===== src/rtl/tlc_lamp_monitor_if.sv =====
// ---------------------------------------------------------------------------
// tlc_lamp_monitor_if
//
// Bundle of lamp drives coming from the traffic-light controller plus the
// diagnostic results returned by the lamp monitor.
//
//   GRN1/YLW1/RED1, GRN2/YLW2/RED2 : lamp drives, controller -> monitor
//   ACK                            : clear of sticky flags, diagnostics -> monitor
//   PH1/PH2                        : decoded phase (00 RED, 01 GRN, 10 YLW, 11 ILLEGAL)
//   DUR1/DUR2                      : length of last completed phase per direction
//   CONFLICT/SEQERR/LAMPERR/SHORTY : sticky fault flags
//   FAULT                          : OR of the sticky flags
//
// master : producer side (controller lamps and diagnostic ACK)
// slave  : the monitor
// ---------------------------------------------------------------------------
interface tlc_lamp_monitor_if #(
  parameter int CNT_W = 8
);
  logic             GRN1;
  logic             YLW1;
  logic             RED1;
  logic             GRN2;
  logic             YLW2;
  logic             RED2;
  logic             ACK;
  logic [1:0]       PH1;
  logic [1:0]       PH2;
  logic [CNT_W-1:0] DUR1;
  logic [CNT_W-1:0] DUR2;
  logic             CONFLICT;
  logic             SEQERR;
  logic             LAMPERR;
  logic             SHORTY;
  logic             FAULT;

  modport master (
    output GRN1, YLW1, RED1, GRN2, YLW2, RED2, ACK,
    input  PH1, PH2, DUR1, DUR2, CONFLICT, SEQERR, LAMPERR, SHORTY, FAULT
  );

  modport slave (
    input  GRN1, YLW1, RED1, GRN2, YLW2, RED2, ACK,
    output PH1, PH2, DUR1, DUR2, CONFLICT, SEQERR, LAMPERR, SHORTY, FAULT
  );
endinterface


===== src/rtl/tlc_lamp_monitor.sv =====
// ---------------------------------------------------------------------------
// tlc_lamp_monitor
//
// Watches the six lamp drives of a two-direction traffic-light controller,
// decodes each direction's lamp triple into a phase, checks the phases for
// safety and sequencing faults, and measures the duration of each phase.
//
// Ports:
//   CK    : clock, rising edge
//   CLR   : asynchronous active-high reset
//   lamp  : tlc_lamp_monitor_if.slave
//           inputs  GRN/YLW/RED per direction, ACK
//           outputs PH1/PH2, DUR1/DUR2, CONFLICT, SEQERR, LAMPERR, SHORTY, FAULT
//
// Pipeline:
//   p0 : registered lamp samples plus sample-valid; phases decoded from here
//   p1 : per-direction trackers, durations and sticky flags
// Lamp change -> PHn after one edge, -> DURn/flags after two edges.
// ---------------------------------------------------------------------------
module tlc_lamp_monitor #(
  parameter int CNT_W   = 8,
  parameter int MIN_YLW = 3
) (
  input logic               CK,
  input logic               CLR,
  tlc_lamp_monitor_if.slave lamp
);

  localparam logic [1:0]       PH_RED    = 2'b00;
  localparam logic [1:0]       PH_GRN    = 2'b01;
  localparam logic [1:0]       PH_YLW    = 2'b10;
  localparam logic [1:0]       PH_ILL    = 2'b11;
  localparam logic [CNT_W-1:0] RUN_MAX   = '1;
  localparam logic [CNT_W-1:0] RUN_ONE   = CNT_W'(1);
  localparam logic [CNT_W-1:0] MIN_YLW_C = CNT_W'(MIN_YLW);

  // Exactly one lit lamp selects its phase; anything else is ILLEGAL.
  function automatic logic [1:0] decode_phase(input logic [2:0] gyr);
    logic [1:0] ph;
    case (gyr)
      3'b001:  ph = PH_RED;
      3'b100:  ph = PH_GRN;
      3'b010:  ph = PH_YLW;
      default: ph = PH_ILL;
    endcase
    return ph;
  endfunction

  // Only the forward signal cycle RED->GRN->YLW->RED is allowed.
  function automatic logic legal_step(input logic [1:0] from, input logic [1:0] to);
    return ((from == PH_RED) && (to == PH_GRN)) ||
           ((from == PH_GRN) && (to == PH_YLW)) ||
           ((from == PH_YLW) && (to == PH_RED));
  endfunction

  function automatic logic [CNT_W-1:0] sat_inc(input logic [CNT_W-1:0] v);
    return (v == RUN_MAX) ? v : v + RUN_ONE;
  endfunction

  function automatic logic is_lit_phase(input logic [1:0] ph);
    return (ph == PH_GRN) || (ph == PH_YLW);
  endfunction

  // Stage p0: lamp samples
  logic [2:0]            lamp1_p0;
  logic [2:0]            lamp2_p0;
  logic                  vld_p0;

  // Decoded phase per direction, index 0 = direction 1
  logic [1:0][1:0]       ph_p0;

  // Stage p1: trackers and flags
  logic [1:0][1:0]       prev_p1;
  logic [1:0]            pv_p1;
  logic [1:0][CNT_W-1:0] run_p1;
  logic [1:0][CNT_W-1:0] dur_p1;
  logic                  conflict_p1;
  logic                  seqerr_p1;
  logic                  lamperr_p1;
  logic                  shorty_p1;

  // Next-state values
  logic [1:0][1:0]       prev_nx;
  logic [1:0]            pv_nx;
  logic [1:0][CNT_W-1:0] run_nx;
  logic [1:0][CNT_W-1:0] dur_nx;
  logic                  conflict_set;
  logic                  seqerr_set;
  logic                  lamperr_set;
  logic                  shorty_set;

  // ---- state registers ----------------------------------------------------
  always_ff @(posedge CK or posedge CLR) begin
    if (CLR) begin
      lamp1_p0    <= '0;
      lamp2_p0    <= '0;
      vld_p0      <= 1'b0;
      prev_p1     <= '0;
      pv_p1       <= '0;
      run_p1      <= '0;
      dur_p1      <= '0;
      conflict_p1 <= 1'b0;
      seqerr_p1   <= 1'b0;
      lamperr_p1  <= 1'b0;
      shorty_p1   <= 1'b0;
    end else begin
      lamp1_p0    <= {lamp.GRN1, lamp.YLW1, lamp.RED1};
      lamp2_p0    <= {lamp.GRN2, lamp.YLW2, lamp.RED2};
      vld_p0      <= 1'b1;
      prev_p1     <= prev_nx;
      pv_p1       <= pv_nx;
      run_p1      <= run_nx;
      dur_p1      <= dur_nx;
      // A set in the same cycle as ACK wins over the clear.
      conflict_p1 <= conflict_set | (conflict_p1 & ~lamp.ACK);
      seqerr_p1   <= seqerr_set   | (seqerr_p1   & ~lamp.ACK);
      lamperr_p1  <= lamperr_set  | (lamperr_p1  & ~lamp.ACK);
      shorty_p1   <= shorty_set   | (shorty_p1   & ~lamp.ACK);
    end
  end

  // ---- phase decode -------------------------------------------------------
  always_comb begin
    ph_p0[0] = PH_ILL;
    ph_p0[1] = PH_ILL;
    if (vld_p0) begin
      ph_p0[0] = decode_phase(lamp1_p0);
      ph_p0[1] = decode_phase(lamp2_p0);
    end
  end

  // ---- tracker next state -------------------------------------------------
  always_comb begin
    prev_nx      = prev_p1;
    pv_nx        = pv_p1;
    run_nx       = run_p1;
    dur_nx       = dur_p1;
    conflict_set = 1'b0;
    seqerr_set   = 1'b0;
    lamperr_set  = 1'b0;
    shorty_set   = 1'b0;

    if (vld_p0) begin
      conflict_set = is_lit_phase(ph_p0[0]) && is_lit_phase(ph_p0[1]);

      for (int d = 0; d < 2; d++) begin
        if (ph_p0[d] == PH_ILL) begin
          // Drop the baseline; the next legal phase restarts tracking
          // without any sequence check.
          lamperr_set = 1'b1;
          pv_nx[d]    = 1'b0;
          run_nx[d]   = '0;
        end else if (!pv_p1[d]) begin
          prev_nx[d] = ph_p0[d];
          pv_nx[d]   = 1'b1;
          run_nx[d]  = RUN_ONE;
        end else if (ph_p0[d] == prev_p1[d]) begin
          run_nx[d] = sat_inc(run_p1[d]);
        end else begin
          dur_nx[d]  = run_p1[d];
          prev_nx[d] = ph_p0[d];
          run_nx[d]  = RUN_ONE;
          if (!legal_step(prev_p1[d], ph_p0[d])) begin
            seqerr_set = 1'b1;
          end
          if ((prev_p1[d] == PH_YLW) && (run_p1[d] < MIN_YLW_C)) begin
            shorty_set = 1'b1;
          end
        end
      end
    end
  end

  // ---- outputs ------------------------------------------------------------
  always_comb begin
    lamp.PH1      = ph_p0[0];
    lamp.PH2      = ph_p0[1];
    lamp.DUR1     = dur_p1[0];
    lamp.DUR2     = dur_p1[1];
    lamp.CONFLICT = conflict_p1;
    lamp.SEQERR   = seqerr_p1;
    lamp.LAMPERR  = lamperr_p1;
    lamp.SHORTY   = shorty_p1;
    lamp.FAULT    = conflict_p1 | seqerr_p1 | lamperr_p1 | shorty_p1;
  end

endmodule

===== src/flat_wrapper.sv =====
// flat-port wrapper written by rule: the top's interface ports become plain ports
module tlc_lamp_monitor_flat 
#(
  parameter int CNT_W   = 8,
  parameter int MIN_YLW = 3
)
  (CK, CLR, lamp_GRN1, lamp_YLW1, lamp_RED1, lamp_GRN2, lamp_YLW2, lamp_RED2, lamp_ACK, lamp_PH1, lamp_PH2, lamp_DUR1, lamp_DUR2, lamp_CONFLICT, lamp_SEQERR, lamp_LAMPERR, lamp_SHORTY, lamp_FAULT);
  tlc_lamp_monitor_if #(.CNT_W(CNT_W)) lamp_i ();
  input logic CK;
  input logic CLR;
  input wire logic [$bits(lamp_i.GRN1)-1:0] lamp_GRN1;
  input wire logic [$bits(lamp_i.YLW1)-1:0] lamp_YLW1;
  input wire logic [$bits(lamp_i.RED1)-1:0] lamp_RED1;
  input wire logic [$bits(lamp_i.GRN2)-1:0] lamp_GRN2;
  input wire logic [$bits(lamp_i.YLW2)-1:0] lamp_YLW2;
  input wire logic [$bits(lamp_i.RED2)-1:0] lamp_RED2;
  input wire logic [$bits(lamp_i.ACK)-1:0] lamp_ACK;
  output wire logic [$bits(lamp_i.PH1)-1:0] lamp_PH1;
  output wire logic [$bits(lamp_i.PH2)-1:0] lamp_PH2;
  output wire logic [$bits(lamp_i.DUR1)-1:0] lamp_DUR1;
  output wire logic [$bits(lamp_i.DUR2)-1:0] lamp_DUR2;
  output wire logic [$bits(lamp_i.CONFLICT)-1:0] lamp_CONFLICT;
  output wire logic [$bits(lamp_i.SEQERR)-1:0] lamp_SEQERR;
  output wire logic [$bits(lamp_i.LAMPERR)-1:0] lamp_LAMPERR;
  output wire logic [$bits(lamp_i.SHORTY)-1:0] lamp_SHORTY;
  output wire logic [$bits(lamp_i.FAULT)-1:0] lamp_FAULT;
  assign lamp_i.GRN1 = lamp_GRN1;
  assign lamp_i.YLW1 = lamp_YLW1;
  assign lamp_i.RED1 = lamp_RED1;
  assign lamp_i.GRN2 = lamp_GRN2;
  assign lamp_i.YLW2 = lamp_YLW2;
  assign lamp_i.RED2 = lamp_RED2;
  assign lamp_i.ACK = lamp_ACK;
  assign lamp_PH1 = lamp_i.PH1;
  assign lamp_PH2 = lamp_i.PH2;
  assign lamp_DUR1 = lamp_i.DUR1;
  assign lamp_DUR2 = lamp_i.DUR2;
  assign lamp_CONFLICT = lamp_i.CONFLICT;
  assign lamp_SEQERR = lamp_i.SEQERR;
  assign lamp_LAMPERR = lamp_i.LAMPERR;
  assign lamp_SHORTY = lamp_i.SHORTY;
  assign lamp_FAULT = lamp_i.FAULT;
  tlc_lamp_monitor #(.CNT_W(CNT_W), .MIN_YLW(MIN_YLW)) u_core (.CK(CK), .CLR(CLR), .lamp(lamp_i));
endmodule

===== config.mk =====
export PLATFORM = sky130hd
export DESIGN_NAME = tlc_lamp_monitor_flat
export DESIGN_NICKNAME = d
export VERILOG_FILES = /design/src/rtl/tlc_lamp_monitor_if.sv /design/src/rtl/tlc_lamp_monitor.sv /design/src/flat_wrapper.sv
export SDC_FILE = /design/constraint.sdc
export NUM_CORES = 1
export LEC_CHECK = 0
export ABC_AREA = 1
export CAP_MARGIN = 0
export CORE_ASPECT_RATIO = 0.75
export CORE_MARGIN = 8
export CORE_UTILIZATION = 45
export DETAILED_ROUTE_END_ITERATION = 8
export HOLD_SLACK_MARGIN = 0.12
export PLACE_DENSITY = 0.77
export SKIP_CTS_REPAIR_TIMING = 1
export SYNTH_ARGS = -nofsm -noshare
export SYNTH_HDL_FRONTEND = slang
export SYNTH_SLANG_ARGS = --single-unit

===== constraint.sdc =====
create_clock -name CK -period 1.68 [get_ports CK]
set_input_delay 0.168 -clock CK [delete_from_list [all_inputs] [get_ports CK]]
set_output_delay 0.168 -clock CK [all_outputs]
set_load 0.02 [all_outputs]

==> results of run 1 <==
layer usage:
layer	wire length (um)	up-vias	GRT usage, %
met4	66	0	5.35
met1	3340	1135	20.7
met3	321	6	4.40
met2	2830	51	20.9
met5	0	-	0
li1	-	1205	-
worst max-delay path, delay by kind of cell, from the launching register on:
| family | cells | cell delay [ns] |
|---|---|---|
| buffers and inverters | 3 | 0.26 |
| flip-flops | 1 | 0.40 |
| adder cells (fa/ha/maj) | 1 | 0.16 |
| AND/OR/NAND/NOR | 9 | 0.96 |
stage by stage:
stage | total power (W) | TNS [ns] | cell area, um^2
floorplan | 0.00172 | -0.104 | 2810
global placement | 0.00194 | -0.493 | 3420
detailed placement | 0.00196 | -1.61 | 3420
CTS | 0.00267 | -3.53 | 3520
global route | 0.00286 | -4.24 | 3670
finish | 0.00271 | -1.50 | 3670
registers in the layout, summed over array words and instances (netlist names), 2 cells and up:
| register | cells |
|---|---|
| u_core.pv_p1 | 2 |
| u_core.run_p1 | 16 |
| u_core.lamp2_p0 | 3 |
| u_core.prev_p1 | 4 |
| u_core.lamp1_p0 | 3 |
| u_core.lamp.DUR1 | 8 |
| u_core.lamp.DUR2 | 8 |
power groups by stage:
stage / clock (W) / sequential [W] / combinational, W
2_1_floorplan: 0 / 0.00134 / 0.000379
3_3_place_gp: 0 / 0.00132 / 0.000614
3_5_place_dp: 0 / 0.00133 / 0.000629
4_1_cts: 0.000732 / 0.00130 / 0.000632
5_1_grt: 0.000783 / 0.00132 / 0.000758
6_report: 0.000716 / 0.00131 / 0.000689
cells in the mapped netlist, drive strengths merged, types with 2 or more instances:
| cell | number |
|---|---|
| xor2 | 6 |
| ha | 10 |
| buf | 3 |
| nor3 | 3 |
| nand2 | 103 |
| nor2 | 27 |
| o21ai | 31 |
| nand3 | 31 |
| nand4 | 12 |
| o31ai | 2 |
| inv | 42 |
| dfrtp | 49 |
final cells by class:
class,instances,area [um^2],area share (%)
Clock buffer,5,68.8,1.88
Inverter,42,163,4.43
Sequential cell,49,1230,33.5
Tap cell,78,97.6,2.66
Clock inverter,3,22.5,0.614
Timing Repair Buffer,67,606,16.5
Multi-Input combinational cell,235,1480,40.5
logic make-up (layout without fill, tap and decap cells):
group / Yosys count / after routing / synth area share (%)
AOI/OAI and AO/OA: 36 / 36 / 7.76
xor gates and xnor gates: 7 / 7 / 2.26
adders and majority gates: 10 / 10 / 4.62
buffers and inverters: 46 / 117 / 7.90
DFF: 49 / 49 / 45.3
other: 1 / 1 / 0.138
and+or+nand+nor: 180 / 181 / 32.0
final timing paths:
path | slack [ns] | endpoint | cells after the start | from
min in group CK | 0.29 | u_core.lamp2_p0[1] | 1 | lamp_YLW2
worst max register to register | -0.18 | u_core.run_p1[6] | 13 | u_core.lamp1_p0[0]
worst max-delay path | -0.18 | u_core.run_p1[6] | 13 | u_core.lamp1_p0[0]
worst min register to register | 0.48 | u_core.lamp.DUR1[1] | 2 | u_core.lamp.DUR1[1]
worst min-delay path | 0.21 | u_core.lamp.DUR1[3] | 3 | CLR
max in group asynchronous | 1.23 | u_core.vld_p0 | 3 | CLR
==> summary.md, run 1 <==
| Metric | Value |
|---|---|
| Layout area overhead | 35.5% |
| Post-synth ARST share | 100% |
| Total number of vias | 2397 |
| Final Core Density | 63.0% |
| Die ar. | 8780 um^2 |
| Final setup violation count | 15 |
| Critical path's slowest cell | dfrtp_1 |
| Crit. End Element | flop |
| Clock Tree Root | clkbuf_8 |
| RSZ-0062 raised after global routing | yes |
| CTS tree | built |
| Synthesized area | 2710 um^2 |
| Pwr dens | 740 nW/um^2 |
| Failing checks | negative setup slack |
| First-pass GRT wire length | 10800 um |
| Status | complete, but fails checks |
| NetSw | 0.000897 W |
| Yosys cell types | 32 |
| HPWL after DPL | 4770 um |
| H-tree levels | 2 |
| Overflow after GRT | 0 |
| GRT Total Usage | 14.8% |
| Largest net degree at the start of global routing | 50 |
| Startpoint Class | flop |
| Clock network power share | 26.4% |
| Total CTS buffers | 5 |
| Placed insts | 467 |
| Clock Sinks | 49 |
| Commonest register cell after synthesis | dfrtp_1 |
| Ys Warns | 0 |
| Share of the synthesized area in the top cell type | 45.3% |
| Cells after Synth | 329 |
| GP Congestion | 0.878 |
| CP Cell Sequence | nand3b_1, nand3_2, nand2_4, ha_4, inv_2, nand2_2, inv_2, nand4_1, nor2_1, nor2_2, buf_6, nand2_2, nand2_1 |
| P_leak | 1.77 nW |
| Post-Place Setup Slack | -0.173 ns |
| Layout cell share with drive strength beyond 1 | 29.7% |
| Synth top area cells | dfrtp_1 45%, nand2_1 12%, inv_1 5.4% |
| Largest area contributor in the netlist | dfrtp_1 |
| Hold violation total from the final report | 0 |
| Clock Skew | 0.0140 ns |
| Tmin final | 1.86 ns |
| Worst VDD drop | 0.422 mV |
| Max frequency | 537 MHz |
| Worst Path Arrival | 2.07 ns |
| Number of synthesized flops with an enable pin | 0 |
| Final Routed Wirelength | 6570 um |
| Port bufs | 33 |
| Worst path max stage delay | 0.40 ns |
| Remaining antenna violation count after routing | 0 |
| P_int | 0.00182 W |
| DIE WIDTH | 106 um |
| Part of the cycle the worst path needs | 111% |
| Slew Limit Fails | 0 |
| Avg Synthesized Cell Area | 8.23 um^2 |
| Reg power frac | 48.2% |
| WL/cell | 13.7 um |
| Num ports | 34 |
| Final Non-Filler Cells | 479 |
| Fillers | 496 |
| Hold WS | 0.207 ns |
| Skew-Pair Late Insertion Delay | 0.31 ns |
| ANT cells | 0 |
| TritonRoute pass-1 iters | 4 |
| Critical path class | reg2reg |
| CTS max path bufs | 2 |
| CP max FO | 5 |
| Sw frac | 33.0% |
| Vias per cell | 5.00 |
| CTS clock-pin slew for the worst setup and hold paths | 0.10 ns |
| PnR worst setup slack | -0.183 ns |
| Sequential area share after synthesis | 45.3% |
| Starting Density | 46.5% |
| Max Cap Violations | 0 |
| Most frequent cells in the layout | 67 x nand2_1, 48 x dfrtp_1, 34 x inv_1, 32 x buf_4, 29 x nand2_2 |
| Logic pwr share | 25.4% |
| #FFs+latches synth | 49 |
| Num rows | 24 |
| Antenna violations before repair | 0 |
| Die height | 83.2 um |
| Worst Hold Class | in2async |
| Iter 0 DRT Violations | 112 |
| Syn Nets | 348 |
| Core Region | 5830 um^2 |
| Vias in the first global route | 2309 |
| Worst path required time | 1.89 ns |
| Most common cell after layout, fill and taps aside | nand2_1 |
| Drt drc | 0 |
| Nets@finish | 419 |
(Power assumes the default switching activity.)
==> run 2: changes to the inputs <==
--- a/config.mk
+++ b/config.mk
@@ -9,10 +9,10 @@
 export CAP_MARGIN = 0
 export CORE_ASPECT_RATIO = 0.75
 export CORE_MARGIN = 8
-export CORE_UTILIZATION = 45
+export CORE_UTILIZATION = 50
 export DETAILED_ROUTE_END_ITERATION = 8
 export HOLD_SLACK_MARGIN = 0.12
-export PLACE_DENSITY = 0.77
+export PLACE_DENSITY = 0.84
 export SKIP_CTS_REPAIR_TIMING = 1
 export SYNTH_ARGS = -nofsm -noshare
 export SYNTH_HDL_FRONTEND = slang
==> run 2 against run 1 <==
- non-clock buffer count down 4
- global-route usage increased by 1.9 points
- critical path depth unchanged
- critical path type unchanged
- critical endpoint is now u_core.run_p1[5]
- via count up 4.0%
- highest routed layer unchanged
- the flow still finishes with violations (negative setup slack)
- final cell count decreased by 1.0%
- largest power group unchanged
- clock-buffer cell count unchanged
- worst setup slack gained 0.029 ns
==> summary.md, run 2 (synthesized netlist as in run 1, its figures left out) <==
| Metric | Value |
|---|---|
| Clock Sinks | 49 (unchanged) |
| Max Cap Violations | 0 (unchanged) |
| CP Cell Sequence | nand3b_1, nand3_2, nand2_4, ha_4, inv_2, nand2_2, inv_2, nand4_1, nor2_1, nor2_2, buf_6, nand2_2, nand2_2 |
| RSZ-0062 raised after global routing | yes |
| Vias per cell | 5.26 (+5.1%) |
| Post-Place Setup Slack | -0.162 ns (+0.0104 ns) |
| Total number of vias | 2494 (+4.0%) |
| Part of the cycle the worst path needs | 109% (-1.7 points) |
| Worst Hold Class | in2async |
| Post-route cell area | 3690 um^2 (+0.51%) |
| Placed cell areas | 3390 um^2 (-0.99%) |
| Max frequency | 545 MHz (+1.6%) |
| Startpoint Class | flop |
| PnR worst setup slack | -0.154 ns (+0.0289 ns) |
| CTS tree | built |
| Slew Limit Fails | 0 (unchanged) |
| Port bufs | 33 (unchanged) |
| CP bufs+invs | 3 (unchanged) |
| Cell family with most CP delay | simple AND/OR/NAND/NOR gates |
| Most frequent cells in the layout | 66 x nand2_1, 48 x dfrtp_1, 32 x inv_1, 30 x nand2_2, 28 x clkdlybuf4s50_1 |
| Clock Skew | 0.00945 ns (-0.00457 ns) |
| Hold WS | 0.209 ns (+0.00194 ns) |
| Failing checks | negative setup slack |
| Largest Register | u_core.run_p1 |
| Iter 0 DRT Violations | 204 (+82%) |
| Overflow after GRT | 0 (unchanged) |
| Critical path class | reg2reg |
| TritonRoute pass-1 iters | 6 (+2) |
| Worst path max stage delay | 0.40 ns (about the same) |
| Worst Path Arrival | 2.05 ns (-0.02 ns) |
| CTS clock-pin slew for the worst setup and hold paths | 0.10 ns (about the same) |
| Largest net degree at the start of global routing | 50 (unchanged) |
| Pwr dens | 742 nW/um^2 (+0.23%) |
| Skew-Pair Late Insertion Delay | 0.31 ns (about the same) |
| Critical path's slowest cell | dfrtp_1 |
| Worst path required time | 1.89 ns (about the same) |
| Remaining antenna violation count after routing | 0 (unchanged) |
| CP max FO | 4 (-1) |
| Tmin final | 1.83 ns (-0.0289 ns) |
| Max FFs per register | 16 (unchanged) |
| Die ar. | 8050 um^2 (-8.3%) |
| Vias in the first global route | 2322 (+0.56%) |
| Final setup violation count | 17 (+2) |
| Drt drc | 0 (unchanged) |
| GP Congestion | 0.896 (+2.1%) |
| H-tree levels | 2 (unchanged) |
| HPWL after DPL | 4950 um (+3.7%) |
| Total CTS buffers | 5 (unchanged) |
| CTS max path bufs | 2 (unchanged) |
| Num ports | 34 (unchanged) |
| GRT Total Usage | 16.7% (+1.9 points) |
| Starting Density | 51.1% (+4.7 points) |
| DIE WIDTH | 101 um (-4.4%) |
| First-pass GRT wire length | 10800 um (unchanged) |
| ANT cells | 0 (unchanged) |
| Fillers | 426 (-14%) |
| WL/cell | 14.6 um (+6.4%) |
| Status | complete, but fails checks |
| Worst VDD drop | 0.458 mV (+8.7%) |
| Clock Tree Root | clkbuf_8 |
| Layout cell share with drive strength beyond 1 | 31.1% (+1.4 points) |
| Top cell by count, worst path | nand2_2 |
| Num rows | 23 (-4.2%) |
| Final Routed Wirelength | 6910 um (+5.3%) |
| Die height | 79.7 um (-4.1%) |
| Core Region | 5300 um^2 (-9.1%) |
| Hold violation total from the final report | 0 (unchanged) |
| Layout area overhead | 36.2% |
| P_leak | 1.74 nW (-1.2%) |
| Crit. End Element | flop |
| Nets@finish | 417 (-0.48%) |
| Antenna violations before repair | 0 (unchanged) |
| Most common cell after layout, fill and taps aside | nand2_1 |
run 2: cell count changes in the layout (fill, tap and decap cells not counted), sizes merged:
cell / change
buf: -3
dlymetal6s2s: -1
clkinvlp: +1
clkinv: -3
nand2: +2
inv: +2
run 2: metal layers:
| layer | global-route usage, % | wire length, um |
|---|---|---|
| met2 | 25.3 | 3080 |
| met1 | 23.0 | 3230 |
| met4 | 4.89 | 65 |
| met3 | 4.09 | 536 |
| met5 | 0 | 0 |
run 2: report_power, final:
group,internal [W],switching [W],total [W]
Combinational,0.000266,0.000426,0.000692
Sequential,0.00124,0.0000654,0.00131
Clock,0.000304,0.000431,0.000735
Total,0.00181,0.000922,0.00273
run 2: tightest hold or removal path, cell delays in order:
cell	delay, ns
clkdlybuf4s50_1	0.41
inv_2	0.07
buf_12	0.26
run 2: layout make-up:
class	instances	area (um^2)	share of cell area [%]
inverters	42	163	4.41
clock buffers	5	68.8	1.87
multi-input cells	237	1530	41.4
clock inverters	3	25.0	0.679
repair buffers	63	582	15.8
well taps	75	93.8	2.54
flip-flops and latches	49	1230	33.3
run 2: worst paths after layout:
path	startpoint	end	slack (ns)	cells past startpoint
worst max-delay path	u_core.lamp1_p0[0]	u_core.run_p1[5]	-0.15	13
worst min-delay path	CLR	u_core.lamp.DUR1[2]	0.21	3
worst max register to register	u_core.lamp1_p0[0]	u_core.run_p1[5]	-0.15	13
worst min register to register	u_core.lamp.DUR2[2]	u_core.lamp.DUR2[2]	0.49	2
max in group asynchronous	CLR	u_core.vld_p0	1.23	3
min in group CK	lamp_YLW1	u_core.lamp1_p0[1]	0.29	1
run 2: per-stage QoR:
stage | std cells | total power, W | setup TNS, ns | utilization [%]
global route | 474 | 0.00287 | -3.68 | 69.6
finish | 474 | 0.00273 | -1.48 | 69.6
detailed placement | 460 | 0.00194 | -1.44 | 64.0
global placement | 460 | 0.00192 | -0.368 | 64.0
CTS | 468 | 0.00268 | -2.88 | 65.8
floorplan | 329 | 0.00172 | -0.104 | -
==> run 3: changes to the inputs <==
--- a/config.mk
+++ b/config.mk
@@ -5,11 +5,11 @@
 export SDC_FILE = /design/constraint.sdc
 export NUM_CORES = 1
 export LEC_CHECK = 0
-export ABC_AREA = 1
 export CAP_MARGIN = 0
 export CORE_ASPECT_RATIO = 0.75
 export CORE_MARGIN = 8
 export CORE_UTILIZATION = 50
+export CTS_CLUSTER_SIZE = 28
 export DETAILED_ROUTE_END_ITERATION = 8
 export HOLD_SLACK_MARGIN = 0.12
 export PLACE_DENSITY = 0.84
==> run 3 against run 2 <==
- the run still ends with negative setup slack left
- global-route usage is 0.52 points higher
- wire length is 7.6% higher
- synthesized cell count is 18% lower
- worst setup slack worse by 0.30 ns
- register-to-register slack worse by 0.30 ns
- non-clock buffer count is 32 higher
- clock-buffer cell count is 1 higher
- combinational power is 42% higher
- hold slack worse by 0.097 ns
- sequential power hardly changed
- final cell count is 8.9% lower
- critical path depth is 5 lower
==> summary.md, run 3 <==
| Metric | Value |
|---|---|
| Status | complete, but fails checks |
| Failing checks | negative setup slack |
| P_leak | 1.79 nW (+2.4%) |
| First-pass GRT wire length | 11500 um (+6.9%) |
| Die ar. | 8280 um^2 (+2.8%) |
| TritonRoute pass-1 iters | 5 (-1) |
| Reg2Reg Setup Slack | -0.46 ns (-0.30 ns) |
| Critical path class | reg2reg |
| Most frequent cells in the layout | 48 x buf_4, 48 x dfrtp_1, 28 x clkdlybuf4s50_1, 16 x mux2_4, 14 x nand2_1 |
| CTS tree | built |
| DIE WIDTH | 102 um (+1.4%) |
| Pwr dens | 745 nW/um^2 (+0.45%) |
| HPWL after DPL | 4970 um (+0.47%) |
| #FFs+latches synth | 49 (unchanged) |
| Syn Nets | 289 (-17%) |
| Final Routed Wirelength | 7440 um (+7.6%) |
| Vias in the first global route | 2443 (+5.2%) |
| Largest area contributor in the netlist | dfrtp_1 |
| Reg2reg end | u_core.lamp.SEQERR |
| Clock Sinks | 49 (unchanged) |
| Vias per cell | 6.03 (+15%) |
| Die height | 80.8 um (+1.4%) |
| Worst Hold Class | in2async |
| Worst Path Arrival | 2.34 ns (+0.29 ns) |
| Synthesized area | 2800 um^2 (+3.4%) |
| Critical path's slowest cell | or4b_4 |
| Startpoint Class | flop |
| Overflow after GRT | 0 (unchanged) |
| Worst VDD drop | 0.404 mV (-12%) |
| Slew Limit Fails | 0 (unchanged) |
| Sequential area share after synthesis | 43.8% (-1.5 points) |
| Max Cap Violations | 0 (unchanged) |
| Yosys cell types | 61 (+91%) |
| CTS clock-pin slew for the worst setup and hold paths | 0.10 ns (about the same) |
| Crit. End Element | flop |
| Core Region | 5380 um^2 (+1.6%) |
| Remaining antenna violation count after routing | 0 (unchanged) |
| Port bufs | 33 (unchanged) |
| Final setup violation count | 39 (+22) |
| Total number of vias | 2605 (+4.5%) |
| ANT cells | 0 (unchanged) |
| Post-synth ARST share | 100% (unchanged) |
| Antenna violations before repair | 0 (unchanged) |
| Worst path required time | 1.88 ns (about the same) |
| Commonest register cell after synthesis | dfrtp_1 |
| Met1 Use GR | 23.5% (+0.51 points) |
| GP Congestion | 0.861 (-4.0%) |
| CTS max path bufs | 2 (unchanged) |
| Clock Tree Root | clkbuf_8 |
| Reg2reg start | u_core.lamp2_p0[2] |
| Routing usage on met3 | 4.70% (+0.60 points) |
| Iter 0 DRT Violations | 160 (-22%) |
| RSZ-0062 raised after global routing | yes |
| Final Non-Filler Cells | 432 (-8.9%) |
| Hold violation total from the final report | 0 (unchanged) |
| Sum of negative setup slack | -11.80 ns (-10.32 ns) |
| PnR worst setup slack | -0.457 ns (-0.303 ns) |
| Tmin final | 2.14 ns (+0.303 ns) |
| Overall power | 0.00302 W (+11%) |
| Largest net degree at the start of global routing | 37 (-26%) |
| Most Used Layer, Global Route | met2 |
| Cells after Synth | 270 (-18%) |
| Met2 layer usage reported by global route | 27.1% (+1.8 points) |
| Starting Density | 52.0% (+0.90 points) |
| Number of synthesized flops with an enable pin | 0 (unchanged) |
| Synth top area cells | dfrtp_1 44%, mux2_4 6.4%, ha_1 4.5% |
| CP Cell Sequence | buf_6, or4b_4, a21o_1, o2111ai_2, a31oi_4, buf_4, buf_4, a221o_1 |
| CP Depth | 8 (-5) |
| Max FFs per register | 16 (unchanged) |
| CP bufs+invs | 3 (unchanged) |
| Num rows | 23 (unchanged) |
| Cell family with most CP delay | compound AO/OA/AOI/OAI gates |
| Placed insts | 415 (-9.8%) |
| Worst path max stage delay | 0.51 ns (+0.11 ns) |
| Reg2Reg Depth | 8 (-5) |
| CP max FO | 3 (-1) |
| Ys Warns | 0 (unchanged) |
| Skew-Pair Late Insertion Delay | 0.32 ns (about the same) |
| Total CTS buffers | 5 (unchanged) |
| Num ports | 34 (unchanged) |
| Avg Synthesized Cell Area | 10.4 um^2 (+26%) |
| WL/cell | 17.2 um (+18%) |
| Top cell by count, worst path | buf_4 |
| Largest Register | u_core.run_p1 |
| Final Core Density | 75.4% (+5.8 points) |
| Fillers | 372 (-13%) |
| Share of the synthesized area in the top cell type | 43.8% (-1.5 points) |
| GRT Total Usage | 17.2% (+0.52 points) |
| Part of the cycle the worst path needs | 127% (+18 points) |
| Commonest cells post-synth | 49 x dfrtp_1, 17 x nand2_1, 14 x inv_1 |
| Most frequent cell after synthesis | dfrtp_1 |
| Layout area overhead | 45.0% |
| H-tree levels | 2 (unchanged) |
| Drt drc | 0 (unchanged) |
| Max frequency | 468 MHz (-14%) |
| Layout cell share with drive strength beyond 1 | 36.1% (+5.1 points) |
| Nets@finish | 375 (-10%) |
| Clock Skew | 0.00787 ns (-0.00158 ns) |
==> run 3: worst max path at each step <==
| stage | slack, ns | start | endpoint |
|---|---|---|---|
| after global routing | -0.53 | u_core.lamp2_p0[0] | u_core.lamp.DUR2[0] |
| after CTS | -0.46 | u_core.lamp1_p0[0] | lamp_PH1[0] |
| after floorplan | -0.70 | u_core.lamp2_p0[1] | u_core.lamp.DUR2[0] |
| after detailed placement | -0.41 | u_core.lamp1_p0[0] | u_core.lamp.DUR1[5] |
| after global placement | -0.38 | u_core.lamp1_p0[0] | u_core.lamp.DUR1[3] |
| final | -0.46 | u_core.lamp2_p0[2] | u_core.lamp.SEQERR |
==> run 3: cell families after synthesis <==
family / Yosys count / share of synthesized area, %
compound gates: 68 / 18.2
simple gates: 87 / 18.1
other cells: 1 / 0.134
mux: 19 / 9.12
fa+ha+maj: 10 / 4.47
flops: 49 / 43.8
buf+inv: 32 / 4.96
xor+xnor: 4 / 1.25
==> run 3: final cells by class <==
cell class                      count  area [um^2]  area share (%)
Clock inverter                      2         15.0           0.370
Timing Repair Buffer               95          877            21.6
Sequential cell                    49         1230            30.2
Tap cell                           75         93.8            2.31
Inverter                           15         56.3            1.39
Clock buffer                        6         72.6            1.79
Multi-Input combinational cell    190         1720            42.3
==> run 3: where the power goes <==
group	switching (W)	leakage, nW	internal [W]
combinational	0.000481	1.11	0.000498
sequential	0.0000650	0.637	0.00125
clock	0.000432	0.0374	0.000294
total	0.000978	1.79	0.00205
==> run 3: layer usage <==
| layer | share of wire (%) | vias up |
|---|---|---|
| met2 | 47 | 121 |
| met3 | 7.5 | 10 |
| li1 | - | 1187 |
| met1 | 44 | 1287 |
| met4 | 0.89 | 0 |
| met5 | 0 | - |
==> run 3: metrics by stage <==
| stage | instance area, um^2 | setup slack [ns] | hold WS (ns) |
|---|---|---|---|
| finish | 4060 | -0.457 | 0.112 |
| global placement | 3710 | -0.379 | 0.464 |
| global route | 4060 | -0.533 | 0.146 |
| CTS | 3800 | -0.460 | 0.123 |
| floorplan | 2970 | -0.700 | 0.199 |
| detailed placement | 3710 | -0.411 | 0.466 |
